## src/rtl/uart_pkg.sv

```systemverilog
// uart_pkg: shared types, constants and bit-period helper for the UART transmitter
package uart_pkg;
  localparam int DATA_BITS = 8;
  typedef enum logic [1:0] {IDLE, START, DATA, STOP} tx_state_t;
  function automatic int calc_bit_clk(input int clk_hz, input int bitrate);
    return (clk_hz + bitrate / 2) / bitrate;
  endfunction
endpackage

```

## src/rtl/uart_byte_fifo.sv

```systemverilog
// uart_byte_fifo: synchronous byte FIFO with occupancy count and full/empty flags
module uart_byte_fifo import uart_pkg::*; #(
  parameter int DEPTH = 8
) (
  input  logic                   clk,
  input  logic                   rst,
  input  logic                   i_wr_en,
  input  logic [DATA_BITS-1:0]   i_wr_data,
  input  logic                   i_rd_en,
  output logic [DATA_BITS-1:0]   o_rd_data,
  output logic [$clog2(DEPTH):0] o_count,
  output logic                   o_full,
  output logic                   o_empty
);
  localparam int AW = $clog2(DEPTH);
  localparam int CW = AW + 1;
  logic [DATA_BITS-1:0] r_mem [DEPTH];
  logic [AW-1:0]        r_wr_ptr, r_rd_ptr;
  logic [CW-1:0]        r_count;
  logic                 w_push, w_pop;
  assign o_full    = r_count == CW'(DEPTH);
  assign o_empty   = r_count == '0;
  assign o_count   = r_count;
  assign o_rd_data = r_mem[r_rd_ptr];
  assign w_push    = i_wr_en && !o_full;
  assign w_pop     = i_rd_en && !o_empty;
  always_ff @(posedge clk) begin
    if (rst) begin
      r_wr_ptr <= '0;
      r_rd_ptr <= '0;
      r_count  <= '0;
    end else begin
      if (w_push) r_mem[r_wr_ptr] <= i_wr_data;
      r_wr_ptr <= r_wr_ptr + AW'(w_push);
      r_rd_ptr <= r_rd_ptr + AW'(w_pop);
      r_count  <= r_count + CW'(w_push) - CW'(w_pop);
    end
  end
endmodule

```

## src/rtl/uart_tx.sv

```systemverilog
// uart_tx: FIFO-buffered 8N1 serialiser with registered, glitch-free tx line
module uart_tx import uart_pkg::*; #(
  parameter int CLK_HZ      = 66_000_000,
  parameter int BITRATE_BPS = 9_600,
  parameter int FIFO_DEPTH  = 8,
  parameter int STOP_BITS   = 1
) (
  input  logic                        clk,
  input  logic                        rst,
  input  logic [DATA_BITS-1:0]        data_in,
  input  logic                        data_in_valid,
  output logic                        data_in_ready,
  output logic                        tx,
  output logic                        busy,
  output logic [$clog2(FIFO_DEPTH):0] fifo_count
);
  localparam int BIT_CLK  = calc_bit_clk(CLK_HZ, BITRATE_BPS);
  localparam int STOP_CLK = STOP_BITS * BIT_CLK;
  localparam int TW       = $clog2(STOP_CLK + 1);
  localparam int IW       = $clog2(DATA_BITS);
  localparam logic [TW-1:0] BIT_END  = TW'(BIT_CLK - 1);
  localparam logic [TW-1:0] STOP_END = TW'(STOP_CLK - 1);
  tx_state_t            r_state, w_state;
  logic [TW-1:0]        r_tick, w_tick;
  logic [IW-1:0]        r_idx, w_idx;
  logic [DATA_BITS-1:0] r_shift, w_shift, w_head;
  logic                 r_tx, w_pop, w_full, w_empty, w_done;
  uart_byte_fifo #(.DEPTH(FIFO_DEPTH)) u_fifo (
    .clk       (clk),
    .rst       (rst),
    .i_wr_en   (data_in_valid),
    .i_wr_data (data_in),
    .i_rd_en   (w_pop),
    .o_rd_data (w_head),
    .o_count   (fifo_count),
    .o_full    (w_full),
    .o_empty   (w_empty)
  );
  assign data_in_ready = !w_full;
  assign busy          = r_state != IDLE;
  assign tx            = r_tx;
  always_ff @(posedge clk) begin
    if (rst) begin
      r_state <= IDLE;
      r_tick  <= '0;
      r_idx   <= '0;
      r_shift <= '0;
      r_tx    <= 1'b1;
    end else begin
      r_state <= w_state;
      r_tick  <= w_tick;
      r_idx   <= w_idx;
      r_shift <= w_shift;
      r_tx    <= r_state == START ? 1'b0 : r_state == DATA ? r_shift[0] : 1'b1;
    end
  end
  // STOP may span several bit periods, so its end-of-phase limit differs
  always_comb begin
    w_done  = r_tick == (r_state == STOP ? STOP_END : BIT_END);
    w_state = r_state;
    w_tick  = w_done ? '0 : r_tick + TW'(1);
    w_idx   = r_idx;
    w_shift = r_shift;
    w_pop   = 1'b0;
    case (r_state)
      IDLE: begin
        w_tick = '0;
        if (!w_empty) begin
          w_pop   = 1'b1;
          w_shift = w_head;
          w_state = START;
        end
      end
      START: if (w_done) begin
        w_idx   = '0;
        w_state = DATA;
      end
      DATA: if (w_done) begin
        w_shift = r_shift >> 1;
        w_idx   = r_idx + IW'(1);
        if (r_idx == IW'(DATA_BITS - 1)) w_state = STOP;
      end
      STOP: if (w_done) begin
        w_pop   = !w_empty;
        w_shift = w_head;
        w_state = w_empty ? IDLE : START;
      end
      default: w_state = IDLE;
    endcase
  end
endmodule
```

## config.mk

```make
export PLATFORM = sky130hd
export DESIGN_NAME = uart_tx
export DESIGN_NICKNAME = d
export VERILOG_FILES = /design/src/rtl/uart_pkg.sv /design/src/rtl/uart_byte_fifo.sv /design/src/rtl/uart_tx.sv
export SDC_FILE = /design/constraint.sdc
export NUM_CORES = 1
export LEC_CHECK = 0
export ABC_CLOCK_PERIOD_IN_PS = 3100
export CAP_MARGIN = 20
export CORE_ASPECT_RATIO = 0.9
export CORE_UTILIZATION = 63
export CTS_BUF_LIST = sky130_fd_sc_hd__clkbuf_4 sky130_fd_sc_hd__clkbuf_8
export DETAILED_ROUTE_END_ITERATION = 12
export PLACE_DENSITY_LB_ADDON = 0.15
export SLEW_MARGIN = 20
export SYNTH_ARGS = -nofsm -noshare
export SYNTH_HDL_FRONTEND = slang
export SYNTH_SLANG_ARGS = --single-unit
```

## constraint.sdc

```tcl
create_clock -name clk -period 3.1 [get_ports clk]
set_input_delay 0.31 -clock clk [delete_from_list [all_inputs] [get_ports clk]]
set_output_delay 0.31 -clock clk [all_outputs]
set_load 0.01 [all_outputs]
```

# --- Yosys cells after proc, flatten, opt, wreduce, memory -nomap -nowiden ---
# Memories as Yosys holds them, arrays and structs flattened. A register that Yosys moved wholly into a read port is not among the register bits.
# Cells that the tools add are included.
word_totals:
  ff_bits: 37
  latch_bits: 0
  mem_bits_rw: 64
  rom_bits: 0
  in_bits: 11
  output_inout_bits: 7
  mem_count: 1
mem_list:
  columns: ["memory", "words", "width", "rd", "rd_clocked_by_memory_dff", "wr", "line", "rtl"]
  rows:
  - ["u_fifo.r_mem", 8, 8, 1, 1, 1, "uart_byte_fifo.sv:17", "logic [DATA_BITS-1:0] r_mem [DEPTH];"]
classes:
  add_sub_neg: 6
  n_mul: 0
  div: 0
  order_cmp: 0
  eq_ne: 11
  shift: 0
  n_mux: 23
  n_bitwise: 0
  reduce_logical: 13
op_table:
  columns: ["op", "n"]
  rows:
  - ["8-bit two-way mux", 3]
  - ["8-bit case mux with 3 select lines", 1]
  - ["13-bit by 1-bit adder with 13-bit output, second input constant", 1]
  - ["13-bit == test, second input constant", 1]
  - ["2-bit two-way mux", 5]
  - ["3-bit two-way mux", 3]
  - ["1-bit two-way mux", 8]
  - ["2-bit inequality test, second input constant", 4]
  - ["2-bit case mux with 4 select lines", 1]
  - ["3-bit by 1-bit adder with 3-bit output", 2]
  - ["3-bit case mux with 2 select lines", 1]
  - ["5-bit AND reduction", 1]
  - ["4-bit by 1-bit adder with 4-bit output", 1]
  - ["2-bit == test, second input constant", 2]
  - ["4-bit == test, second input constant", 1]
  - ["4-bit logical NOT", 1]
  - ["4-bit AND reduction", 1]
  - ["2-bit nonzero test", 2]
  - ["4-bit by 1-bit subtractor with 4-bit output", 1]
  - ["3-bit by 1-bit adder with 3-bit output, second input constant", 1]
  - ["3-bit == test, second input constant", 1]
  - ["3-bit AND reduction", 1]
  - ["3-bit nonzero test", 1]
  - ["3-bit OR reduction", 1]
  - ["other kinds (6)", 8]

# --- Depth between registers and ports, before layout ---
# Gate-level depths: netlist of run 1.
logic_depth:
  word_depth: 7
  depth_mapped: 14
  depth_no_buf: 13

# --- Cells and area by module ---
# From an unflattened synthesis of run 1, not the netlist that was laid out.
hier_totals:
  cells_unflattened: 312
  hier_area_um2: 4455.5
by_module_without_submodules:
  columns: ["module", "instances", "cells_each", "area_each_um2"]
  rows:
  - ["uart_byte_fifo", 1, 158, 3051.7]
  - ["uart_tx", 1, 154, 1403.8]

# --- Least setup slack after synthesis of run 1 ---
# Ideal clock, no wire load.
synth_timing:
  path_type: "flip-flop to flip-flop"
  from: "register u_fifo.r_count[2] (netlist: u_fifo.o_count[2])"
  to: "memory u_fifo.r_mem[0][0] (enable)"
  arrival_ns: 2.116
  t_required_ns: 2.717
  setup_slack_ns: 0.600
  stages_incl_launch_ff: 7
  n_path_buf: 0
  cell_sequence: "dfxtp_1 > inv_1 > ha_1 > or3b_2 > and2_1 > or3b_2 > nor3_1"
synth_via:
  elab_chain_len: 6
synth_rtl:
  columns: ["element", "line", "rtl"]
  rows:
  - ["start: declaration", "uart_byte_fifo.sv:19", "logic [CW-1:0] r_count;"]
  - ["start signal: assignment", "uart_byte_fifo.sv:36", "r_count <= r_count + CW'(w_push) - CW'(w_pop);"]
  - ["4-bit == test", "uart_byte_fifo.sv:21", "assign o_full = r_count == CW'(DEPTH);"]
  - ["1-bit logical NOT", null, null]
  - ["net data_in_ready", "uart_tx.sv:12", "output logic data_in_ready,"]
  - ["1-bit logical AND", "uart_byte_fifo.sv:25", "assign w_push = i_wr_en && !o_full;"]
  - ["1-bit two-way mux", "uart_byte_fifo.sv:33", "if (w_push) r_mem[r_wr_ptr] <= i_wr_data;"]
  - ["1-bit two-way mux", "uart_byte_fifo.sv:28", "if (rst) begin"]
  - ["1-bit two-way mux (not written as such)", "uart_byte_fifo.sv:33", null]
  - ["end: declaration", "uart_byte_fifo.sv:17", null]
# The timed path passes the listed nets, and every way through them passes these cells.

# --- Final worst setup path of run 1 ---
layout_timing:
  from: "register r_tick[1]"
  to: "register u_fifo.r_count[2] (netlist: u_fifo.o_count[2])"
layout_via:
  elab_chain_len: 5
layout_rtl:
  columns: ["element", "line", "rtl"]
  rows:
  - ["start: declaration", "uart_tx.sv:24", "logic [TW-1:0] r_tick, w_tick;"]
  - ["start signal: assignment", "uart_tx.sv:51", "r_tick <= w_tick;"]
  - ["13-bit == test", "uart_tx.sv:59", "w_done = r_tick == (r_state == STOP ? STOP_END : BIT_END);"]
  - ["1-bit two-way mux", "uart_tx.sv:83", "STOP: if (w_done) begin"]
  - ["1-bit case mux with 2 select lines", "uart_tx.sv:65", "case (r_state)"]
  - ["1-bit logical AND", "uart_byte_fifo.sv:26", "assign w_pop = i_rd_en && !o_empty;"]
  - ["4-bit by 1-bit subtractor with 4-bit output", "uart_byte_fifo.sv:36", null]
# No other way between the ends.
# A chain may end at the register's enable or synchronous reset.

==> metrics.md, run 1 <==
| Metric | Value |
|---|---|
| Headroom to the max-slew limit | 43.2% |
| DP Area | 4620 sq um |
| Most used routing layer | met2 |
| Sequential area share after synthesis | 61.3% |
| Initial antenna violation count | 0 |
| Clock H-tree levels | 3 |
| Post-synth EDFFs | 64 |
| Clock transition at path regs | ~110 ps |
| Deepest clock path buffer count | 2 |
| 1st-pass router iterations | 4 |
| Final core occ | 73.0% |
| Final hold slack | between 400 and 500 ps |
| RSZ-0062 raised after global routing | no |
| Critical-path maximum fanout | 6 |
| Max-slew violation count | 0 |
| Design Area, Final | 4830 sq um |
| Tot GR Track Use | a little over a fifth |
| Main synth FF type | edfxtp_1 |
| Synthesized cell area | ~4300 sq um |
| Global placement routability congestion | 0.817 |
| Worst VDD drop | 0.000509 V |
| Setup Slack @ Placement | just under 300 ps |
| CTS Root Cell | clkbuf_8 |
| Worst hold path class | flip-flop to flip-flop |
| Yosys cell types | 50 |
| Avg Inst Size Synth | 14.2 sq um |
| Gates resized, CTS repair | 0 |
| CTS Sinks | 101 |
| Number of max-cap violations | 0 |
| Hold_buf cts | 0 |
| Total wire length | 7180 um |
| PortBufs | 17 |
| Largest net degree at the start of global routing | 28 |
| Met1 Use GR | between 20% and 30% |
| Crit path kind | flip-flop to flip-flop |
| CORE AREA | 6620 sq um |
| Diodes inserted | 0 |
| Top-count cell post-synth | edfxtp_1 |
| Final TNS setup | 0 ps |
| Slowest cell delay on critical path | roughly 420 ps |
| GRT Residual Overflow | 0 |
| Worst Tran Pin Value | approximately 850 ps |
| Tmin final | roughly 2700 ps |
| HPWL Detailed | between 4000 and 5000 um |
| First-pass GRT wire length | 11300 um |
| M2 GR Usage | 34.3% |
| Number of synthesized register bits | 101 |
| Final worst setup slack | 394 ps |
| # nets final | 363 |
| Io pins | 18 |
| Chip Height | approximately 81 um |
| CP max-delay cell | dfxtp_1 |
| Startpoint class of the critical path | flip-flop |
| Hold Path Depth | 1 |
| Die width | between 80 and 90 um |
| TritonCTS Buffers | 9 |
| Met3 GRT Util | 6.91% |
| Share of cells above drive strength 1 | between 15 and 20% |
| Synthesis warning total | 0 |
| # setup viols final | 0 |
| Clock Skews | between 15 and 20 ps |
| DR iter-0 viols | 144 |
| Worst reg2reg path depth | 12 |
| Drt wl/cell | 16.8 um |
| P&R area growth vs syn | 11.2% |
| Post-Syn Instances | 306 |
| Commonest cells in the netlist | 64 x edfxtp_1, 37 x dfxtp_1, 27 x nor2_1 |
| Post-CTS Setup Inserts | 0 |
| Top cell by count, worst path | ha_1 |
| Worst EP arrival | 2970 ps |
| Clk_lat worst skew | 360 ps |
| Main area contributors after synthesis | edfxtp_1 44%, dfxtp_1 17%, mux4_2 7.3% |
| Synthesized Nets | 337 |
| Yosys top cell area share | 44.2% |
| Die area | ~7200 sq um |
| Worst EP required | 3360 ps |
| Synth async-reset ratio | 0% |
| Status | finished, final reports clean |
| Critical-path cell list | ha_1, and4b_1, and3_2, a21oi_1, nor3b_1, ha_1, inv_1, ha_1, inv_1, fa_1, xor2_1, nor2_1 |
| Vias in the first global route | 2302 |
| Post-route ant nets | 0 |
| Period utilization | 87.3% |
| P per Cell Area | between 700 and 800 nW/um^2 |
| Leakage | 1.66 nW |
| Initial Util | 65.6% |
| CTS tree | done |
| DR vias/cell | about 5.7 |
| Site Rows | 28 |
| Fin. Hold Viols | 0 |
| Endpoint class of the critical path | flip-flop |
| FMAX | 369 MHz |
| Detailed-route via count | 2452 |
| Cell taking the most area after synthesis | edfxtp_1 |
| DRC | 0 |
metrics by stage:
| step | power, mW | std cells |
|---|---|---|
| after floorplan | 2.39 | 306 |
| after detailed placement | 2.63 | 411 |
| after global placement | 2.61 | 411 |
| after CTS | 3.49 | 427 |
| final | 3.46 | 427 |
| after global routing | 3.66 | 427 |
power breakdown:
| group | internal, mW | switching, mW |
|---|---|---|
| Clock | 0.396 | 0.474 |
| Combinational | 0.484 | 0.487 |
| Sequential | 1.55 | 0.0770 |
| Total | 2.42 | 1.04 |
critical path, delay by kind of cell, from the launching register on:
kind / cells / cell delay (ps)
AND/OR/NAND/NOR: 4 / 860
AO/OA/AOI/OAI: 1 / 90
flip-flops: 1 / 420
XOR/XNOR: 1 / 150
buffers and inverters: 2 / 110
adder cells (fa/ha/maj): 4 / 980
kinds of logic after synthesis:
group	share of synthesized area, %
compound gates	7.54
buf+inv	3.66
xor+xnor	3.02
mux	8.72
fa+ha+maj	5.93
simple gates	9.87
flops	61.3
cell usage in the layout (no fill, tap or decap), types with 2 or more instances in the layout:
cell,n
mux4_2,14
mux4_1,2
and3_2,2
xnor2_1,7
inv_8,3
nor4_1,2
o22a_1,7
nand3b_1,2
nand4_1,4
clkbuf_8,9
xor2_1,8
dfxtp_1,37
inv_1,20
nor2b_1,6
nand3_1,9
a21oi_1,13
and2_1,4
nor2_1,27
clkdlybuf4s50_1,17
o21ai_0,3
ha_1,19
inv_6,2
nand2_1,5
nand2b_1,3
or2_2,2
a32o_1,8
a21o_1,2
edfxtp_1,64
buf_4,10
nor3_1,3
or3b_2,2
final cells by class:
| type | instances | area, sq um |
|---|---|---|
| multi-input combinational | 173 | 1530 |
| timing repair buffer | 27 | 245 |
| fill | 422 | 1790 |
| clock buffer | 9 | 124 |
| sequential | 101 | 2660 |
| clock inverter | 7 | 88.8 |
| inverter | 20 | 75.1 |
| tap | 90 | 113 |
path summary, 6_finish.rpt:
kind,startpoint,to,slack [ps]
setup / recovery,r_tick[1],u_fifo.o_count[2],390
hold / removal,r_shift[0],r_shift[0],480
setup reg to reg,r_tick[1],u_fifo.o_count[2],390
hold reg to reg,r_shift[0],r_shift[0],480
routing by layer:
layer  vias up  part of all wire [%]
met5         -                     0
met3         4                   6.6
met4         0                  0.65
met2        64                    48
met1      1187                    44
li1       1197                     -
sequential cells by signal, summed over array words and instances (netlist names):
name             cells
u_fifo.o_count       4
u_fifo.r_wr_ptr      3
r_tick              13
r_shift              8
u_fifo.r_rd_ptr      3
u_fifo.r_mem        64
r_idx                3
tx                   1
r_state              2
Note: power is estimated with default switching activity, not from simulation.
==> run 2: changes to the inputs <==
CAP_MARGIN = unset   (was 20)
==> results of run 2 <==
Same layout as run 1: the final DEF is identical, and so are final timing and power.
